<file path="src/rtl/core_sequencer.sv">
// ============================================================================
// Module      : core_sequencer
// Description : Multi-cycle instruction sequencer. Walks each instruction
//               through IDLE -> FETCH -> DECODE -> EXECUTE -> [MEM] -> WB.
//               It handles branches, loads and stores, halt and illegal ops,
//               and bounded memory waits. Optional performance counters are
//               built only when the macro CORE_PERF_CNT_EN is defined.
// Revision    : 1.0 - initial release
// ----------------------------------------------------------------------------
// Ports
//   clk_i        in   1       clock, rising edge
//   reset_i      in   1       asynchronous active-low reset
//   run_i        in   1       permission to start the next instruction
//   imem_req_o   out  1       instruction fetch request (FETCH)
//   imem_ack_i   in   1       fetch complete, instr_i valid
//   instr_i      in   XLEN    fetched instruction
//   pc_o         out  ADDR_W  program counter
//   ir_o         out  XLEN    instruction register
//   exe_en_o     out  1       execute enable, one pulse per instruction
//   mem_op_i     in   2       00 none, 01 load, 10 store, 11 illegal
//   br_taken_i   in   1       branch taken (sampled in EXECUTE)
//   br_target_i  in   ADDR_W  branch target (sampled in EXECUTE)
//   halt_i       in   1       ecall/ebreak (sampled in EXECUTE)
//   dmem_req_o   out  1       data memory request (MEM)
//   dmem_wr_o    out  1       data memory write qualifier (MEM, store)
//   dmem_ack_i   in   1       data access complete
//   rf_we_o      out  1       register-file write enable (WB, non-store)
//   state_o      out  3       current state code
//   halted_o     out  1       sticky halt
//   err_o        out  1       sticky error
//   cycle_o      out  32      active-cycle counter (0 when counters absent)
//   instret_o    out  32      retired-instruction counter (0 when absent)
// Configuration macro: CORE_PERF_CNT_EN
// ============================================================================
`default_nettype none

module core_sequencer #(
    parameter int unsigned XLEN     = 32,
    parameter int unsigned ADDR_W   = 12,
    parameter int unsigned RESET_PC = 0,
    parameter int unsigned TIMEOUT  = 15
) (
    input  logic              clk_i,
    input  logic              reset_i,
    input  logic              run_i,
    output logic              imem_req_o,
    input  logic              imem_ack_i,
    input  logic [XLEN-1:0]   instr_i,
    output logic [ADDR_W-1:0] pc_o,
    output logic [XLEN-1:0]   ir_o,
    output logic              exe_en_o,
    input  logic [1:0]        mem_op_i,
    input  logic              br_taken_i,
    input  logic [ADDR_W-1:0] br_target_i,
    input  logic              halt_i,
    output logic              dmem_req_o,
    output logic              dmem_wr_o,
    input  logic              dmem_ack_i,
    output logic              rf_we_o,
    output logic [2:0]        state_o,
    output logic              halted_o,
    output logic              err_o,
    output logic [31:0]       cycle_o,
    output logic [31:0]       instret_o
);

    // Wait counter only needs to reach TIMEOUT-1: the last waiting cycle
    // decides the timeout instead of incrementing.
    localparam int unsigned       WAIT_W    = (TIMEOUT > 1) ? $clog2(TIMEOUT) : 1;
    localparam logic [WAIT_W-1:0] WAIT_LAST = WAIT_W'(TIMEOUT - 1);
    localparam logic [ADDR_W-1:0] PC_RST    = ADDR_W'(RESET_PC);

    localparam logic [1:0] MOP_NONE  = 2'b00;
    localparam logic [1:0] MOP_STORE = 2'b10;
    localparam logic [1:0] MOP_ILL   = 2'b11;

    typedef enum logic [2:0] {
        S_IDLE    = 3'd0,
        S_FETCH   = 3'd1,
        S_DECODE  = 3'd2,
        S_EXECUTE = 3'd3,
        S_MEM     = 3'd4,
        S_WB      = 3'd5,
        S_HALT    = 3'd6
    } state_t;

    state_t              state_q, state_d;
    logic [WAIT_W-1:0]   wait_q, wait_d;
    logic [ADDR_W-1:0]   pc_q, pc_d;
    logic [XLEN-1:0]     ir_q, ir_d;
    logic [1:0]          mem_op_q, mem_op_d;
    logic                br_taken_q, br_taken_d;
    logic [ADDR_W-1:0]   br_target_q, br_target_d;
    logic                err_q, err_d;
    logic                store_d;

    logic                imem_req_q;
    logic                exe_en_q;
    logic                dmem_req_q;
    logic                dmem_wr_q;
    logic                rf_we_q;
    logic                halted_q;

    always_comb begin
        state_d     = state_q;
        wait_d      = '0;
        pc_d        = pc_q;
        ir_d        = ir_q;
        mem_op_d    = mem_op_q;
        br_taken_d  = br_taken_q;
        br_target_d = br_target_q;
        err_d       = err_q;

        case (state_q)
            S_IDLE: begin
                if (run_i) begin
                    state_d = S_FETCH;
                end
            end
            S_FETCH: begin
                if (imem_ack_i) begin
                    ir_d    = instr_i;
                    state_d = S_DECODE;
                end else if (wait_q == WAIT_LAST) begin
                    err_d   = 1'b1;
                    state_d = S_HALT;
                end else begin
                    wait_d  = wait_q + WAIT_W'(1);
                end
            end
            S_DECODE: begin
                state_d = S_EXECUTE;
            end
            S_EXECUTE: begin
                mem_op_d    = mem_op_i;
                br_taken_d  = br_taken_i;
                br_target_d = br_target_i;
                if (halt_i) begin
                    state_d = S_HALT;
                end else if (mem_op_i == MOP_ILL) begin
                    err_d   = 1'b1;
                    state_d = S_HALT;
                end else if (mem_op_i != MOP_NONE) begin
                    state_d = S_MEM;
                end else begin
                    state_d = S_WB;
                end
            end
            S_MEM: begin
                if (dmem_ack_i) begin
                    state_d = S_WB;
                end else if (wait_q == WAIT_LAST) begin
                    err_d   = 1'b1;
                    state_d = S_HALT;
                end else begin
                    wait_d  = wait_q + WAIT_W'(1);
                end
            end
            S_WB: begin
                // Natural ADDR_W-bit wrap of the sequential increment.
                pc_d    = br_taken_q ? br_target_q : (pc_q + ADDR_W'(4));
                state_d = run_i ? S_FETCH : S_IDLE;
            end
            S_HALT: begin
                state_d = S_HALT;
            end
            default: begin
                state_d = S_IDLE;
            end
        endcase
    end

    assign store_d = (mem_op_d == MOP_STORE);

    // Strobes are decoded from the next state so that every output comes
    // straight from a flop and lines up with state_o.
    always_ff @(posedge clk_i or negedge reset_i) begin
        if (!reset_i) begin
            state_q     <= S_IDLE;
            wait_q      <= '0;
            pc_q        <= PC_RST;
            ir_q        <= '0;
            mem_op_q    <= MOP_NONE;
            br_taken_q  <= 1'b0;
            br_target_q <= '0;
            err_q       <= 1'b0;
            imem_req_q  <= 1'b0;
            exe_en_q    <= 1'b0;
            dmem_req_q  <= 1'b0;
            dmem_wr_q   <= 1'b0;
            rf_we_q     <= 1'b0;
            halted_q    <= 1'b0;
        end else begin
            state_q     <= state_d;
            wait_q      <= wait_d;
            pc_q        <= pc_d;
            ir_q        <= ir_d;
            mem_op_q    <= mem_op_d;
            br_taken_q  <= br_taken_d;
            br_target_q <= br_target_d;
            err_q       <= err_d;
            imem_req_q  <= (state_d == S_FETCH);
            exe_en_q    <= (state_d == S_EXECUTE);
            dmem_req_q  <= (state_d == S_MEM);
            dmem_wr_q   <= (state_d == S_MEM) && store_d;
            rf_we_q     <= (state_d == S_WB) && !store_d;
            halted_q    <= (state_d == S_HALT);
        end
    end

    assign imem_req_o = imem_req_q;
    assign exe_en_o   = exe_en_q;
    assign dmem_req_o = dmem_req_q;
    assign dmem_wr_o  = dmem_wr_q;
    assign rf_we_o    = rf_we_q;
    assign halted_o   = halted_q;
    assign err_o      = err_q;
    assign pc_o       = pc_q;
    assign ir_o       = ir_q;
    assign state_o    = state_q;

`ifdef CORE_PERF_CNT_EN
    logic [31:0] cycle_q;
    logic [31:0] instret_q;

    always_ff @(posedge clk_i or negedge reset_i) begin
        if (!reset_i) begin
            cycle_q   <= '0;
            instret_q <= '0;
        end else begin
            if ((state_q != S_IDLE) && (state_q != S_HALT)) begin
                cycle_q <= cycle_q + 32'd1;
            end
            if (state_q == S_WB) begin
                instret_q <= instret_q + 32'd1;
            end
        end
    end

    assign cycle_o   = cycle_q;
    assign instret_o = instret_q;
`else
    assign cycle_o   = '0;
    assign instret_o = '0;
`endif

endmodule

`default_nettype wire

</file>
<file path="config.mk">
export PLATFORM = sky130hd
export DESIGN_NAME = core_sequencer
export DESIGN_NICKNAME = d
export VERILOG_FILES = /design/src/rtl/core_sequencer.sv
export SDC_FILE = /design/constraint.sdc
export NUM_CORES = 1
export LEC_CHECK = 0
export BUFFER_PORTS_ARGS = -buffer_cell sky130_fd_sc_hd__buf_2
export CAP_MARGIN = 20
export CORE_MARGIN = 2
export CORE_UTILIZATION = 41
export CTS_CLUSTER_SIZE = 16
export DETAILED_ROUTE_END_ITERATION = 16
export PLACE_DENSITY = 0.72
export SYNTH_ARGS = -nofsm -noshare
export SYNTH_HDL_FRONTEND = slang
export SYNTH_SLANG_ARGS = --single-unit
</file>
<file path="constraint.sdc">
create_clock -name clk_i -period 1.9 [get_ports clk_i]
set_input_delay 0.095 -clock clk_i [delete_from_list [all_inputs] [get_ports clk_i]]
set_output_delay 0.095 -clock clk_i [all_outputs]
set_load 0.01 [all_outputs]
</file>
==> results of run 1 <==
==> registers in the layout, indices dropped and copies added (netlist names) <==
| name | count |
|---|---|
| imem_req_o | 1 |
| br_taken_q | 1 |
| mem_op_q | 2 |
| rf_we_o | 1 |
| ir_o | 32 |
| exe_en_o | 1 |
| pc_o | 12 |
| halted_o | 1 |
| br_target_q | 12 |
| state_o | 3 |
| dmem_wr_o | 1 |
| dmem_req_o | 1 |
| err_o | 1 |
| wait_q | 4 |
==> Yosys cell counts, drive strengths merged (2+ instances only) <==
library cell,number,area share
nor2,14,0.017
dfrtp,73,0.50
ha,3,0.010
o31a,2,0.0047
and3,3,0.0054
inv,4,0.0041
o21ai,15,0.020
or4,2,0.0041
nor3,5,0.0095
buf,72,0.15
nor4b,4,0.011
o2bb2ai,2,0.0047
clkbuf,3,0.0031
nand2,11,0.011
mux2i,3,0.0081
nand3b,3,0.0095
nand2b,2,0.0034
a211oi,2,0.0075
nor2b,3,0.0051
a21oi,10,0.015
nor3b,5,0.015
nand3,6,0.0081
o31ai,2,0.0041
mux2,49,0.15
==> how the worst min path moves through the flow <==
stage	start	end	slack [ps]	cells past startpoint
3_3_place_gp	reset_i	br_target_q[0]$_DFFE_PN0P_	80	1
5_1_grt	mem_op_i[1]	mem_op_q[1]$_DFF_PN0_	20	2
6_report	mem_op_i[1]	mem_op_q[1]$_DFF_PN0_	30	2
4_1_cts	mem_op_i[1]	mem_op_q[1]$_DFF_PN0_	20	2
2_1_floorplan	reset_i	br_taken_q$_DFFE_PN0P_	-200	0
3_5_place_dp	reset_i	br_target_q[9]$_DFFE_PN0P_	80	1
==> power groups by stage <==
stage	registers (mW)	clock network, mW	logic [mW]
2_1_floorplan	2.93	0	1.64
5_1_grt	2.86	1.25	3.02
4_1_cts	2.75	1.18	2.78
6_report	2.74	1.14	2.77
3_5_place_dp	2.78	0	2.70
3_3_place_gp	2.74	0	2.62
==> per-stage QoR <==
step / power [mW] / utilization / hold WS [ps] / std cells / instance area, um2
after floorplan: 4.57 / - / -201 / 374 / 3930
after global placement: 5.36 / 0.472 / 76.8 / 522 / 4120
after detailed placement: 5.47 / 0.472 / 84.6 / 522 / 4120
after CTS: 6.70 / 0.547 / 17.8 / 584 / 4770
after global routing: 7.12 / 0.547 / 19.8 / 584 / 4770
final: 6.65 / 0.547 / 35.0 / 584 / 4770
==> cells by family after synthesis <==
logic type,Yosys count,share of synthesized area
multiplexers,52,0.158
other,1,0.00102
XOR/XNOR,2,0.00475
flip-flops,73,0.495
AO/OA/AOI/OAI,40,0.0719
AND/OR/NAND/NOR,61,0.105
buffers and inverters,79,0.154
adder cells (fa/ha/maj),3,0.0102
==> critical path, cell delays in order (launching register included) <==
cell     delay [ps]
dfrtp_1         400
inv_1            60
ha_1            200
and3_2          250
nor3_2          150
o31a_1          250
nor4b_1         240
==> routing by layer <==
metal  GRT usage  share of wire  vias to the layer above
met5           0              0                        -
met4      0.0653          0.016                        0
met3      0.0234          0.048                       12
met2       0.296           0.56                      102
met1       0.186           0.38                     1329
li1            -              -                     1276
==> timing repair <==
item | CTS | global route
hold buffers | 46 | 0
gates resized for setup | 0 | 0
hold endpoints to repair | 79 | 0
==> cell type report <==
class | count | area (um2) | area share
Sequential cell | 73 | 1830 | 0.383
Multi-Input combinational cell | 222 | 1530 | 0.321
Timing Repair Buffer | 161 | 1070 | 0.225
Clock buffer | 10 | 138 | 0.0289
Tap cell | 108 | 135 | 0.0283
Clock inverter | 6 | 50.0 | 0.0105
Inverter | 4 | 15.0 | 0.00315
==> run summary, run 1 <==
The worst hold-check path type is in2reg. The clock reaches the later pin of the worst-skew pair after 350 ps. The first global-routing pass estimated 12700 um of wire. From left edge to right edge, the die measures 98.9 um. Maximum number of pins on one net before global-route repair: 38. The root buffer cell chosen for the clock tree is clkbuf_8. Counting distinct cell types in the post-synthesis netlist gives 50. The register-to-register setup slack was 250 ps; the y dimension of the die was 98.9 um. Layout-stage area growth over the synthesis result: 29.2%.

TritonCTS built the clock tree. Across all layers, the routed design uses 2719 vias. After clock tree synthesis, the clock-pin slew on the worst setup and hold paths is 80 ps. The analysis attributes to net switching a power of 2.52 mW. Register bit count reported by yosys: 73. The overall global routing resource usage is 0.161.

The classification of the worst setup path was reg2reg. STA classifies the critical path startpoint as a flip-flop. The number of post-CTS setup repair buffers was 0; the starting DRC count in detailed routing was 133.

For the internal power summed over all cells, the log shows 4.13 mW. The kind of capture point of the worst setup path is a flip-flop. The share of flip-flops with an asynchronous set or reset after synthesis works out to 1.00. The fraction of power spent switching nets works out to 0.378. The total DRC errors in the routed layout is 0. Fmax: 605 MHz.

After the last flow step, the layout net total stands at 527. Setup repair after global routing left no endpoint under its margin. The worst flop-to-flop path endpoint is rf_we_o$_DFF_PN0_. Counting the buffers created by CTS gives 9.

Worst setup path endpoint: rf_we_o$_DFF_PN0_. For the clock power share, the log shows 0.172. Averaged over all synthesized cells, the footprint is 11.9 um2. CTS built an H-tree with a depth of 3. Number of max-slew violations in the final report: 0.

The run gives 0.416 as the logic gate share of total power. Counting every sink on the clock net gives 73. STA puts the critical path data required time at 2140 ps. In this run the static leakage power is 2.32 nW. For this run, the leading register cell type out of synthesis is dfrtp_1. Floorplan die area: 9770 um2.

The routability-driven placement congestion ratio is 0.831, and the total of fill cells in the finished design is 751. Power spread over the standard cell area amounts to 1390 nW/um2. The run finished with clean final reports.

STA puts the critical path data arrival time at 1890 ps. The total congestion overflow came out at 0. The post-layout minimum cycle time came out at 1650 ps.

The count of max-cap constraint violations came out at 0. The power share of the sequential group is 0.412. The floorplan step defined a core boundary enclosing 8720 um2.

Final HPWL from detailed placement: 5370 um. Initial antenna violation count: 0. The clock arrives with 17.1 ps of skew. The final critical-path share of the clock period is 0.870, and the sum of negative setup slack is 0 ps.

The total number of placement rows was 34. Number of global-route vias before repair: 2667. Critical path launch point: wait_q[0]$_DFF_PN0_. Setup violations remaining at the end of the flow were counted as 0.

Yosys printed 0 warnings. Synthesis produced 311 cells. The top cell types in the final layout, fill and taps aside, are 105 x buf_2, 73 x dfrtp_1, 64 x conb_1, 46 x dlygate4sd3_1, 32 x mux2_1. The count of input and output buffers is 106, and the final setup slack of the worst path is 247 ps.

Of all nets on the critical path, the largest fanout is 5. The tools report the portion of the post-synthesis area used by sequential elements as 0.495. The startpoint identified for the worst register-to-register timing path is wait_q[0]$_DFF_PN0_.

Prior to clock tree synthesis, the placed netlist has a worst setup slack of 274 ps. The post-detailed-route wirelength per cell is 13.3 um, and the depth of the worst register-to-register path is 6. Across the VDD grid, the largest voltage drop is 693 uV. The cell area that synthesis handed to floorplanning was 3690 um2.

The first detailed-routing pass ran for 4 iterations. The mean number of vias per cell is 4.66, and the residual antenna-violating net count after detailed routing is 0. The routed design has 7750 um of wire. The number of ports placed on the die boundary is 171.

The run gives 0 as the number of hold-slack violations in the final timing report. Leaving out fill and tap cells, the most frequent cell in the layout is buf_2. The share of post-route cells with drive strength above 1 was 0.336. The number of antenna diodes in the final layout is 0. In this run the deepest clock path goes through 2 buffers. The initial core utilization is 0.423, and the number of flops mapped to enable cells by yosys is 0.
No activity file was read; power rests on OpenSTA's default activity.
==> run 2, diff against run 1 <==
BUFFER_PORTS_ARGS = not set   (was -buffer_cell sky130_fd_sc_hd__buf_2)
DONT_BUFFER_PORTS = 1   (was not set)
PLACE_DENSITY = not set   (was 0.72)
==> run 2 against run 1 <==
Compared with the run above:
- combinational power fell by 31%
- clock skew shrank 5.9 ps
- cell area down 8.7%
- critical endpoint is now dmem_wr_o$_DFF_PN0_
- largest cell class unchanged
==> run summary, run 2 (same netlist as run 1, synthesis figures left out) <==
The run finished with clean final reports. The final HPWL from detailed placement is 5010 um. In this run the clock root is driven by a clkbuf_8. The final critical-path share of the clock period came out at 0.885.

The routed layout has 2278 vias. For this run the aggregate overflow at the end of global routing stands at 0. The first global-routing pass estimated 11400 um of wire. The final worst clock skew is 11.1 ps.

The largest stage delay on the critical path works out to 670 ps. The total DRC errors in the routed layout came out at 0. The logs give 595 MHz for the fmax and 340 ps for the clock insertion delay at the later pin of the skew report. The worst hold path belongs to the class in2reg. TritonCTS built the clock tree. The logs give 2293 for the number of global-route vias before repair and 2 for the maximum root-to-sink buffer count. In the final routing, the length of wire on met1 measures 2810 um. The first TritonRoute pass finished after 4 iterations.

The routability-driven placement congestion ratio was 0.745. The most frequent standard cell in the layout excluding fill and tap cells is dfrtp_1. The logs give 761 for the total of fill cells in the finished design and 9770 um2 for the floorplan die area. Entering global routing, the biggest net connects 74 pins.

The count of input and output buffers was 0; the number of ports placed on the die boundary was 171. The critical path goes through nand3b_4 > o21ai_0 > nor4b_2. The logs give 3 for the H-tree level count and 8720 um2 for the core region area. The post-detailed-route wirelength per cell was 14.7 um.

Total detailed-routing wirelength: 7070 um. The worst setup path is launched from a flip-flop. In this run the remaining antenna-violating nets after routing total 0. The total power per unit cell area was 1490 nW/um2. Cell with the largest stage delay on the worst path: dfrtp_1. The routed length on met2 came out at 3580 um.

The net count reported at finish came out at 425. After the first detailed-routing iteration, the DRC count stood at 70. Uppermost metal layer occupied by signal nets: met4. In this run the static leakage power is 1.94 nW.

Setup repair after global routing left no endpoint under its margin. The detailed-routed wire length on met3 is 621 um, and the worst-margin pin slew is 506 ps. 0 antenna diodes ended up in the layout. The tools report the kind of capture point of the worst setup path as a flip-flop. Across the run, the number of max-cap violations was 0. The mean number of vias per cell is 4.73. The final cell utilization of the core was 0.499.

The y dimension of the die is 98.9 um, and the final setup slack of the worst path is 218 ps. Number of post-CTS setup repair buffers: 0. In the final timing run, aggregate negative setup slack is 0 ps. The tools report the initial core utilization as 0.423. Clock-pin slew was measured on the worst setup and hold paths at 70 ps.

The tightest slew margin relative to the limit came out at 0.659. The share of post-route cells with drive strength above 1 was 0.144. The critical path is of the reg2reg type. The number of clock buffers inserted by TritonCTS was 9; the initial antenna violation count was 0. The final setup violation count came out at 0.

The final standard cell count with taps included and fillers excluded was 482; the width of the chip was 98.9 um. The logs give 0.146 for the overall global routing resource usage and 416 for the total placed cells including tap cells. The number of max-slew violations in the final report is 0, and the biggest fanout along the worst timing path is 12. The count of clock tree sinks came out at 73. The critical path required time is 2140 ps. The number of flip-flops in the largest register is 32, and the arrival time reported for the critical path endpoint is 1930 ps. The post-layout minimum cycle time works out to 1680 ps. In the layout the commonest cells are 73 x dfrtp_1, 64 x conb_1, 49 x dlygate4sd3_1, 32 x mux2_1, 17 x mux2_2. IR analysis of the VDD net gives a maximum drop of 726 uV. The number of hold-slack violations in the final timing report came out at 0.

OpenSTA, run right after detailed placement, puts the worst setup slack at 188 ps. The layout-stage area growth over the synthesis result was 17.9%. For the total number of placement rows, the log shows 34.
run 2: cell count changes in the layout (fill, tap and decap cells not counted), sizes merged:
cell         change
inv              -2
buf            -105
bufinv           +3
clkinvlp         -2
clkbuf           +1
dlygate4sd3      +3
run 2: area by class of cell:
class | count | area, um2 | share of cell area
sequential | 73 | 1830 | 0.420
inverter | 4 | 15.0 | 0.00345
clock inverter | 5 | 104 | 0.0239
multi-input combinational | 222 | 1540 | 0.354
clock buffer | 11 | 131 | 0.0302
timing repair buffer | 59 | 598 | 0.137
tap | 108 | 135 | 0.0311
run 2: path summary, 6_finish.rpt:
path / start / endpoint / slack [ps] / cells past startpoint
setup / recovery: state_o[1]$_DFF_PN0_ / dmem_wr_o$_DFF_PN0_ / 220 / 3
hold / removal: dmem_ack_i / err_o$_DFFE_PN0P_ / 80 / 3
setup reg to reg: state_o[1]$_DFF_PN0_ / dmem_wr_o$_DFF_PN0_ / 220 / 3
hold reg to reg: br_target_q[1]$_DFFE_PN0P_ / pc_o[1]$_DFFE_PN0P_ / 490 / 1
max in group asynchronous: reset_i / ir_o[21]$_DFFE_PN0P_ / 1290 / 2
min in group asynchronous: reset_i / br_target_q[3]$_DFFE_PN0P_ / 320 / 2
run 2: repair_timing:
| action | in CTS | in global routing |
|---|---|---|
| gates resized for setup | 0 | 1 |
| endpoints found under the hold margin | 121 | 0 |
| setup endpoints to repair | 0 | 1 |
| hold buffers | 50 | 0 |
run 2: metrics by stage:
step	area (um2)	hold WS (ps)	total power [mW]
global placement	3590	-198	4.88
finish	4350	78.8	6.47
global route	4350	86.3	6.91
floorplan	3930	-201	4.57
CTS	4340	68.3	6.55
detailed placement	3590	-198	4.98
run 2: power by group:
part           internal, mW  leakage [nW]  switching [mW]  total (mW)
logic                 0.993         0.927           0.924        1.92
clock network         0.874         0.118           0.563        1.44
registers              2.27         0.893           0.836        3.11
total                  4.14          1.94            2.32        6.47
run 2: per-layer routing:
layer	global-route usage	vias to the layer above
met5	0	-
met1	0.170	1092
li1	-	1073
met3	0.0546	5
met4	0.0421	0
met2	0.250	108
run 2: worst max-delay path: cells and delay by family (launching register included):
| kind | cells | cell delay, ps |
|---|---|---|
| flip-flops | 1 | 670 |
| AO/OA/AOI/OAI | 1 | 400 |
| AND/OR/NAND/NOR | 2 | 520 |
==> run 3, diff against run 2 <==
PLACE_DENSITY_LB_ADDON = 0.05   (was not set)
==> run 3 against run 2 <==
Compared with the run above:
- maximum frequency is 0.51% lower
- clock power fell by 16%
- combinational power down 3%
- critical path type unchanged
- critical endpoint is now rf_we_o$_DFF_PN0_
- sequential power is essentially flat
- largest cell class unchanged
==> run summary, run 3 (same netlist as run 1, synthesis figures left out) <==
For this design the top-level I/O count stands at 171. TritonCTS created 9 clock buffers. Subtracting the final worst setup slack from the clock period gives 1690 ps. The post-place setup slack was 226 ps. The repair_antennas step left the layout with diodes totalling 0. The worst-margin pin slew was 631 ps.

TritonCTS built the clock tree. The startpoint identified for the worst hold timing path is halt_i. Entering global routing, the biggest net connects 74 pins. The layer flagged by global routing as most heavily used is met2. The register-to-register setup slack came out at 210 ps. For the worst setup path, the data required time is 2140 ps. For this block, the initial DRC count from the detailed router was 38. The H-tree generated during clock tree synthesis spans 3 levels.

The top cell types in the final layout, fill and taps aside, are 73 x dfrtp_1, 64 x conb_1, 48 x dlygate4sd3_1, 32 x mux2_1, 17 x mux2_2. The cell with the largest stage delay on the worst path was dfrtp_1. After the last flow step, the layout net total stands at 423. For this run, design rule violations remaining after detail routing come to 0. The total power per unit cell area is 1440 nW/um2, and the final setup violation count is 0. For the global-route track usage on met1, the log shows 0.183.

For the worst-skew pair, the clock arrives at the later sink with an insertion delay of 340 ps. The tightest slew margin relative to the limit came out at 0.579. The register with the most flip-flops in the layout has 32 of them. Residual antenna-violating net count after detailed routing: 0. The final cell utilization of the core is 0.492. The first global-routing pass estimated 11300 um of wire. The run gives 0.145 as the overall global routing resource usage. The floorplan step set the die height to 98.9 um. The sum of negative setup slack came out at 0 ps. The arrival time reported for the critical path endpoint was 1930 ps.

Width of the chip: 98.9 um. The kind of capture point of the worst setup path was a flip-flop. Setup repair after global routing left no endpoint under its margin. For the number of hold-slack violations in the final timing report, the log shows 0. The critical path in this run is classified as reg2reg. The total leakage power was 1.91 nW; the biggest fanout along the worst timing path was 12.

The nature of the critical path startpoint is a flip-flop. The core region area is 8720 um2, and the final setup slack of the worst path is 210 ps. The run gives 4 as the first-pass iteration count of the detailed router. Summing over every cut layer, the via total after detailed routing is 2257.

Count of input and output buffers: 0. The logs give 4.60 ps for the final worst clock skew and 543 uV for the largest voltage drop on the vdd net. The die covers 9770 um2. Mean number of vias per cell: 4.70. The post-detailed-route wirelength per cell is 14.7 um.

Final critical-path share of the clock period: 0.890. The path with the worst hold slack has its endpoint at err_o$_DFFE_PN0P_. The largest stage delay on the critical path came out at 750 ps. Leaving out fill and tap cells, the most frequent cell in the layout is dfrtp_1. In this run the worst hold path is classified as in2reg. The cell family contributing the most delay on the critical path was flip-flops.

The share of post-route cells with drive strength above 1 works out to 0.145. The longest clock path from root to sink contains 2 buffers. The tools report the routing usage on met3 as 0.0461.

The tool flagged a number of max-cap violations equal to 0. The run gives 0 as the initial antenna violation count. Walking the worst path, the cells encountered are nand2_1 > nor3b_2 > a211oi_4 > nor4b_1. The congestion estimate from routability-driven global placement came to 0.772. The run gives 0.229 as the met2 routing resource usage after global routing. The endpoint identified for the worst register-to-register timing path is rf_we_o$_DFF_PN0_. Counting instances, the worst hold path has a depth of 3. The logs give 0 for the number of max-slew violations in the final report and 798 for the total of fill cells in the finished design. The depth of the worst register-to-register path is 4. The number of global-route vias before repair was 2136. The clock net in this run drives a total of 73 sinks. The cell sitting at the root of the clock tree is a clkbuf_8. In this run the critical register-to-register path is launched from state_o[1]$_DFF_PN0_. The tools report the number of post-CTS setup repair buffers as 0. After floorplanning, the core was divided into 34 placement rows. The total overflow left after global routing is 0. For the total detailed-routing wirelength, the log shows 7030 um. The area growth from synthesis to layout is 16.2%. Initial core utilization: 0.423.

Derived from the worst setup path, the maximum achievable clock frequency is 592 MHz. Clock-pin slew was measured on the worst setup and hold paths at 70 ps. The flow ran to the end, and the final reports show no timing, DRC or antenna violations. The number of buffers and inverters on the critical path is 0. Detailed placement finished with a half-perimeter wire length of 4880 um.
## run 3: final cells by class
type	instances	area, um2	area share
clock buffer	10	138	0.0321
clock inverter	6	57.6	0.0134
multi-input combinational	222	1530	0.358
tap	108	135	0.0315
timing repair buffer	57	581	0.135
sequential	73	1830	0.426
inverter	4	15.0	0.00350
## run 3: metrics by stage
step	instance area [um2]	cells	total power [mW]	hold slack [ps]
2_1_floorplan	3930	374	4.57	-201
3_3_place_gp	3580	415	4.92	-198
3_5_place_dp	3580	415	4.95	-197
4_1_cts	4290	480	6.31	4.80
5_1_grt	4290	480	6.68	62.7
6_report	4290	480	6.19	27.3
## run 3: worst min-delay path, stage by stage
cell and delay [ps]:
nor4b_1 30, a21oi_1 120, o21bai_1 80
## run 3: worst max path at each step
| stage | startpoint | to | slack (ps) | cells after the start |
|---|---|---|---|---|
| 2_1_floorplan | state_o[2]$_DFF_PN0_ | ir_o[0]$_DFFE_PN0P_ | 340 | 5 |
| 6_report | state_o[1]$_DFF_PN0_ | rf_we_o$_DFF_PN0_ | 210 | 4 |
| 4_1_cts | state_o[1]$_DFF_PN0_ | rf_we_o$_DFF_PN0_ | 200 | 4 |
| 3_5_place_dp | state_o[1]$_DFF_PN0_ | rf_we_o$_DFF_PN0_ | 230 | 4 |
| 5_1_grt | wait_q[0]$_DFF_PN0_ | rf_we_o$_DFF_PN0_ | 70 | 6 |
| 3_3_place_gp | state_o[1]$_DFF_PN0_ | rf_we_o$_DFF_PN0_ | 260 | 4 |
## run 3: metal layers
layer  vias up  part of all wire
met5         -                 0
met4         0             0.016
met3        11             0.083
met2       102              0.48
met1      1082              0.43
li1       1062                 -
## run 3: repair_timing
item	4_1_cts	5_1_grt
endpoints found under the hold margin	120	0
gates resized for setup	0	0
hold buffers	49	0
## run 3: report_power, final
part | internal (mW) | total (mW) | switching, mW
Clock | 0.633 | 1.21 | 0.574
Combinational | 0.975 | 1.87 | 0.894
Sequential | 2.27 | 3.12 | 0.843
